**src/rtl/sa_aw_arbiter_pkg.sv**
```systemverilog
// Shared interconnect package for the AW-channel arbiter.
// Holds the arbiter FSM state encoding. Widths stay module parameters.
package sa_aw_arbiter_pkg;

    // IDLE: slave-side output slot empty.
    // BUSY: slot holds one request, s_AWVALID_o asserted.
    typedef enum logic {
        AW_IDLE = 1'b0,
        AW_BUSY = 1'b1
    } aw_state_e;

endpackage : sa_aw_arbiter_pkg

```
**src/rtl/sa_aw_arbiter_rr_arbiter.sv**
```systemverilog
// rr_arbiter: purely combinational round-robin selector.
//   req         in   N        request vector
//   last_grant  in   ID_W     index granted most recently
//   grant_idx   out  ID_W     winning index (valid when grant_vld)
//   grant_vld   out  1        at least one request present
// The search starts at last_grant+1 and wraps at N-1 -> 0. The scan is split
// into "above last_grant" and "at/below last_grant" halves so no modulo is
// needed and an out-of-range index can never be produced for non-power-of-2 N.
module rr_arbiter #(
    parameter int N    = 3,
    parameter int ID_W = $clog2(N)
) (
    input  logic [N-1:0]    req,
    input  logic [ID_W-1:0] last_grant,
    output logic [ID_W-1:0] grant_idx,
    output logic            grant_vld
);

    logic            hi_vld;
    logic            lo_vld;
    logic [ID_W-1:0] hi_idx;
    logic [ID_W-1:0] lo_idx;

    always_comb begin
        hi_vld = 1'b0;
        lo_vld = 1'b0;
        hi_idx = '0;
        lo_idx = '0;
        // Descending scan: the last hit in each half is its lowest index.
        for (int i = N - 1; i >= 0; i--) begin
            if (req[i]) begin
                if (i > int'(last_grant)) begin
                    hi_vld = 1'b1;
                    hi_idx = ID_W'(i);
                end else begin
                    lo_vld = 1'b1;
                    lo_idx = ID_W'(i);
                end
            end
        end
        grant_vld = hi_vld | lo_vld;
        grant_idx = hi_vld ? hi_idx : lo_idx;
    end

endmodule : rr_arbiter

```
**src/rtl/sa_aw_arbiter.sv**
```systemverilog
// sa_aw_arbiter: per-slave AW-channel arbiter between MST_AMT dispatchers.
// Ports:
//   ACLK_i, ARESET_i            clock, async active-high reset
//   dsp_AWADDR_i / dsp_AWLEN_i  packed per-master address / AxLEN
//   dsp_AWVALID_i, dsp_slv_sel_i per-master valid and "targets this slave"
//   dsp_AWREADY_o               per-master accept (one-hot or zero, combinational)
//   s_AWADDR_o/s_AWLEN_o/s_AWVALID_o, s_AWREADY_i  registered slave AW channel
//   AW_stall_i                  order FIFO full, blocks new grants
//   AW_mst_id_o/AW_AxLEN_o/AW_fifo_order_wr_en_o   order-FIFO push, same cycle as grant
// A grant loads the single output slot on the next edge; a grant may overlap
// a slave handshake so requests stream back-to-back without a bubble.
module sa_aw_arbiter
    import sa_aw_arbiter_pkg::*;
#(
    parameter int MST_AMT          = 3,
    parameter int MST_ID_W         = $clog2(MST_AMT),
    parameter int ADDR_WIDTH       = 32,
    parameter int TRANS_DATA_LEN_W = 3
) (
    input  logic                                  ACLK_i,
    input  logic                                  ARESET_i,
    input  logic [ADDR_WIDTH*MST_AMT-1:0]         dsp_AWADDR_i,
    input  logic [TRANS_DATA_LEN_W*MST_AMT-1:0]   dsp_AWLEN_i,
    input  logic [MST_AMT-1:0]                    dsp_AWVALID_i,
    input  logic [MST_AMT-1:0]                    dsp_slv_sel_i,
    output logic [MST_AMT-1:0]                    dsp_AWREADY_o,
    output logic [ADDR_WIDTH-1:0]                 s_AWADDR_o,
    output logic [TRANS_DATA_LEN_W-1:0]           s_AWLEN_o,
    output logic                                  s_AWVALID_o,
    input  logic                                  s_AWREADY_i,
    input  logic                                  AW_stall_i,
    output logic [MST_ID_W-1:0]                   AW_mst_id_o,
    output logic [TRANS_DATA_LEN_W-1:0]           AW_AxLEN_o,
    output logic                                  AW_fifo_order_wr_en_o
);

    // Unpacked per-master views of the flat request buses.
    logic [ADDR_WIDTH-1:0]       mst_addr [MST_AMT];
    logic [TRANS_DATA_LEN_W-1:0] mst_len  [MST_AMT];

    for (genvar k = 0; k < MST_AMT; k++) begin : g_unpack
        assign mst_addr[k] = dsp_AWADDR_i[ADDR_WIDTH*(k+1)-1 -: ADDR_WIDTH];
        assign mst_len[k]  = dsp_AWLEN_i[TRANS_DATA_LEN_W*(k+1)-1 -: TRANS_DATA_LEN_W];
    end

    aw_state_e           state;
    aw_state_e           state_nxt;
    logic [MST_ID_W-1:0] last_grant;
    logic [MST_AMT-1:0]  eligible;
    logic [MST_ID_W-1:0] rr_idx;
    logic                rr_vld;
    logic                slot_free;
    logic                grant;

    assign eligible = dsp_AWVALID_i & dsp_slv_sel_i;

    rr_arbiter #(
        .N    (MST_AMT),
        .ID_W (MST_ID_W)
    ) u_rr (
        .req        (eligible),
        .last_grant (last_grant),
        .grant_idx  (rr_idx),
        .grant_vld  (rr_vld)
    );

    // The slot can take a new request when empty or when its current
    // occupant is handed to the slave this very cycle.
    assign slot_free = (state == AW_IDLE) || (s_AWVALID_o && s_AWREADY_i);

    // ARESET_i gates the grant combinationally so nothing leaks out while
    // reset is held, independent of the inputs.
    assign grant = rr_vld && slot_free && !AW_stall_i && !ARESET_i;

    // Slot valid is a direct decode of the registered state.
    assign s_AWVALID_o = (state == AW_BUSY);

    always_ff @(posedge ACLK_i or posedge ARESET_i) begin
        if (ARESET_i) begin
            state <= AW_IDLE;
        end else begin
            state <= state_nxt;
        end
    end

    always_comb begin
        state_nxt             = state;
        dsp_AWREADY_o         = '0;
        AW_fifo_order_wr_en_o = grant;
        AW_mst_id_o           = rr_idx;
        AW_AxLEN_o            = mst_len[rr_idx];
        if (grant) begin
            dsp_AWREADY_o[rr_idx] = 1'b1;
        end
        unique case (state)
            AW_IDLE: begin
                if (grant) state_nxt = AW_BUSY;
            end
            AW_BUSY: begin
                // A grant refills the slot; a bare handshake empties it.
                if (!grant && s_AWREADY_i) state_nxt = AW_IDLE;
            end
            default: state_nxt = AW_IDLE;
        endcase
    end

    // Slot payload and round-robin pointer. Payload only changes on a grant,
    // which keeps it stable while the slave is back-pressuring.
    always_ff @(posedge ACLK_i or posedge ARESET_i) begin
        if (ARESET_i) begin
            s_AWADDR_o <= '0;
            s_AWLEN_o  <= '0;
            last_grant <= MST_ID_W'(MST_AMT - 1);
        end else if (grant) begin
            s_AWADDR_o <= mst_addr[rr_idx];
            s_AWLEN_o  <= mst_len[rr_idx];
            last_grant <= rr_idx;
        end
    end

endmodule : sa_aw_arbiter
```
**config.mk**
```make
export PLATFORM = sky130hd
export DESIGN_NAME = sa_aw_arbiter
export DESIGN_NICKNAME = d
export VERILOG_FILES = /design/src/rtl/sa_aw_arbiter_pkg.sv /design/src/rtl/sa_aw_arbiter_rr_arbiter.sv /design/src/rtl/sa_aw_arbiter.sv
export SDC_FILE = /design/constraint.sdc
export NUM_CORES = 1
export LEC_CHECK = 0
export CORE_MARGIN = 5
export CORE_UTILIZATION = 35
export CTS_CLUSTER_DIAMETER = 80
export DETAILED_ROUTE_END_ITERATION = 16
export PLACE_DENSITY_LB_ADDON = 0.05
export SLEW_MARGIN = 25
export SYNTH_ARGS = -nofsm -noshare
export SYNTH_HDL_FRONTEND = slang
export SYNTH_SLANG_ARGS = --single-unit
```
**constraint.sdc**
```tcl
create_clock -name ACLK_i -period 5.3 [get_ports ACLK_i]
set_clock_uncertainty 0.2 [all_clocks]
set_input_delay 0.53 -clock ACLK_i [delete_from_list [all_inputs] [get_ports ACLK_i]]
set_output_delay 0.53 -clock ACLK_i [all_outputs]
set_load 0.01 [all_outputs]
```
==> summary.md <==
| Metric | Value |
|---|---|
| Pre-CTS setup slack | `roughly 1.6 ns` |
| Status | `finished clean` |
| Crit path DAT | `about 3.0 ns` |
| Vias in the first global route | `between 2000 and 2500` |
| Clk_lat worst skew | `0.28 ns` |
| Top-count cell post-synth | `dfrtp_1` |
| Clock Sinks | `38` |
| Seq cells post-synth | `38` |
| Met3 wire length | `between 600 and 700 um` |
| Vias/cell | `just over 5` |
| Die W | `84.4 um` |
| Total power | `~1.1 mW` |
| Initial antenna violation count | `0` |
| Post-detail-place hpwl | `5.28 mm` |
| Worst-path clk slew | `0.06 ns` |
| FMAX | `approximately 270 MHz` |
| Critical Path RT | `roughly 4.6 ns` |
| Synth-to-Final Area Change | `86.7%` |
| CTS tree | `done` |
| Post-synth top area cell | `dfrtp_1` |
| Worst-path fanout max | `just under 80` |
| DRT Pass-1 Iters | `6` |
| Worst setup path endpoint | `dsp_AWREADY_o[2]` |
| Leak | `1.43 nW` |
| Die ar. | `between 7000 and 8000 um^2` |
| Initial cell density of the core | `0.356` |
| Slew Viols, Final | `0` |
| Tcrit/Tclk final | `0.693` |
| M1 WL | `about 2.6 mm` |
| Critical R2R Launch | `last_grant[1]$_DFFE_PP1P_` |
| Hold Path Class | `in -> async` |
| Yosys warnings | `0` |
| Power per cell area | `between 200 and 300 nW/um^2` |
| GP Congestion | `0.828` |
| Dominant synthesized flop cell | `dfrtp_1` |
| Startpoint types | `primary input` |
| Port-buffer cells | `159` |
| CORE AREA | `5440 um^2` |
| Hold slack | `approximately 0.32 ns` |
| Final nets | `around 450` |
| Die Ht | `~84 um` |
| WL met2 | `about 3.3 mm` |
| Beginning of the critical path | `dsp_AWVALID_i[1]` |
| Total GRT Usage | `0.182` |
| Largest net degree at the start of global routing | `78` |
| Vias | `around 2100` |
| Fin area | `around 3600 um^2` |
| Register area share after synthesis | `0.492` |
| I/O pin total | `between 150 and 200` |
| DRT iter0 DRCs | `around 180` |
| Peak supply drop | `0.213 mV` |
| Syn Inst Count | `186` |
| Worst R2R Path Depth | `5` |
| Most frequent cells after synthesis | `37 x dfrtp_1, 35 x a21oi_1, 35 x a222oi_1, 35 x nor2_1, 8 x buf_2` |
| Maximum capacitance violations | `0` |
| PostCTS Resize Cnt | `0` |
| Wire per inst | `between 15 and 20 um` |
| Count of final setup violators | `0` |
| DRT Wirelength | `6.69 mm` |
| Netlist Area Pre-Place | `about 1900 um^2` |
| Residual DRC count | `0` |
| Post-CTS Setup Bufs | `0` |
| Clock buffer depth | `2` |
| ANT nets after route | `0` |
| Least-Margin Pin Slew | `0.803 ns` |
| GRT overflow | `0` |
| Row Count | `27` |
| Ys async rst share | `1.00` |
| Setup_tns | `0 ns` |
| Layout cells sized above 1 | `0.0531` |
| Max-slew headroom | `0.464` |
| RR Endpoint | `s_AWADDR_o[7]$_DFFE_PP0P_` |
| Htree depth | `2` |
| Syn avg cell area | `around 10 um^2` |
| Post-Layout Cell Count | `approximately 410` |
| Shortest period the worst path allows | `between 3 and 4 ns` |
| RSZ-0062 raised after global routing | `no` |
| Placed instance count | `approximately 400` |
| Syn_nets | `between 300 and 400` |
| R2r setup slk | `between 2 and 3 ns` |
| CTS root buffer | `clkbuf_8` |
| Post-DP Area | `between 3000 and 4000 um^2` |
| First-pass GRT wire length | `roughly 10 mm` |
| Max Used Layer | `met4` |
| CTS Buf Count | `5` |
| Kind of critical path | `in -> out` |
| Setup crit end kind | `primary output` |
| Core Util, Final | `0.664` |
| Hold-fix buffers, CTS | `0` |
| Final Hold Vio Count | `0` |
| Ant. Diodes | `0` |
| Number of synthesized flops with an enable pin | `0` |
| Synth unique cells | `24` |
| Setup WS post-layout | `approximately 1.6 ns` |
| Top area cells in the synthesized netlist | `dfrtp_1 48%, a222oi_1 18%, a21oi_1 9.0%, nor2_1 6.8%, buf_6 2.9%` |
| Post-synth top area share | `0.478` |
## worst min-delay path by stage
| stage | from | endpoint |
|---|---|---|
| after floorplan | last_grant[0]$_DFFE_PP0P_ | last_grant[0]$_DFFE_PP0P_ |
| after global placement | s_AWADDR_o[1]$_DFFE_PP0P_ | s_AWADDR_o[1]$_DFFE_PP0P_ |
| after detailed placement | s_AWADDR_o[8]$_DFFE_PP0P_ | s_AWADDR_o[8]$_DFFE_PP0P_ |
| after CTS | ARESET_i | s_AWVALID_o$_DFF_PP0_ |
| after global routing | ARESET_i | s_AWVALID_o$_DFF_PP0_ |
| final | ARESET_i | s_AWVALID_o$_DFF_PP0_ |
## layout make-up
class / count / area (um^2)
fillers: 447 / 1830
inverters: 4 / 15.0
well taps: 72 / 90.1
multi-input cells: 124 / 840
repair buffers: 165 / 1640
flip-flops and latches: 38 / 952
clock buffers: 8 / 80.1
## where the power goes
part / total (mW) / switching, mW / internal [mW]
Sequential: 0.405 / 0.0393 / 0.365
Clock: 0.184 / 0.0906 / 0.0934
Combinational: 0.464 / 0.190 / 0.275
## sequential cells by signal, indices dropped and copies added, names as in the netlist
name         cells
s_AWVALID_o      1
s_AWLEN_o        3
s_AWADDR_o      32
last_grant       2
## routing by layer
layer  vias to the layer above  GRT usage
li1                       1042          -
met2                        96      0.319
met3                         7     0.0736
met5                         -          0
met4                         0     0.0504
met1                       992      0.203
## critical path: stages
cell and delay (ns):
clkdlybuf4s50_1 0.55, a22oi_2 0.13, a2111oi_4 0.34, buf_4 0.60, and2_1 0.22, clkdlybuf4s50_1 0.53
## placed cells by master (no fill, tap or decap), types with 2 or more instances in the layout
cell,n
clkdlybuf4s50_1,159
buf_4,6
dfrtp_1,37
and2_1,4
nand2_1,2
clkbuf_8,5
nor2_1,35
clkbuf_1,3
inv_1,4
a222oi_1,35
a21oi_1,35
mux2_2,2
## cells by family after synthesis
group / Yosys count / synth area share
mux: 2 / 0.0116
flops: 38 / 0.492
simple gates: 46 / 0.105
compound gates: 76 / 0.311
buf+inv: 24 / 0.0808
Power figures use the tool's default switching activity.
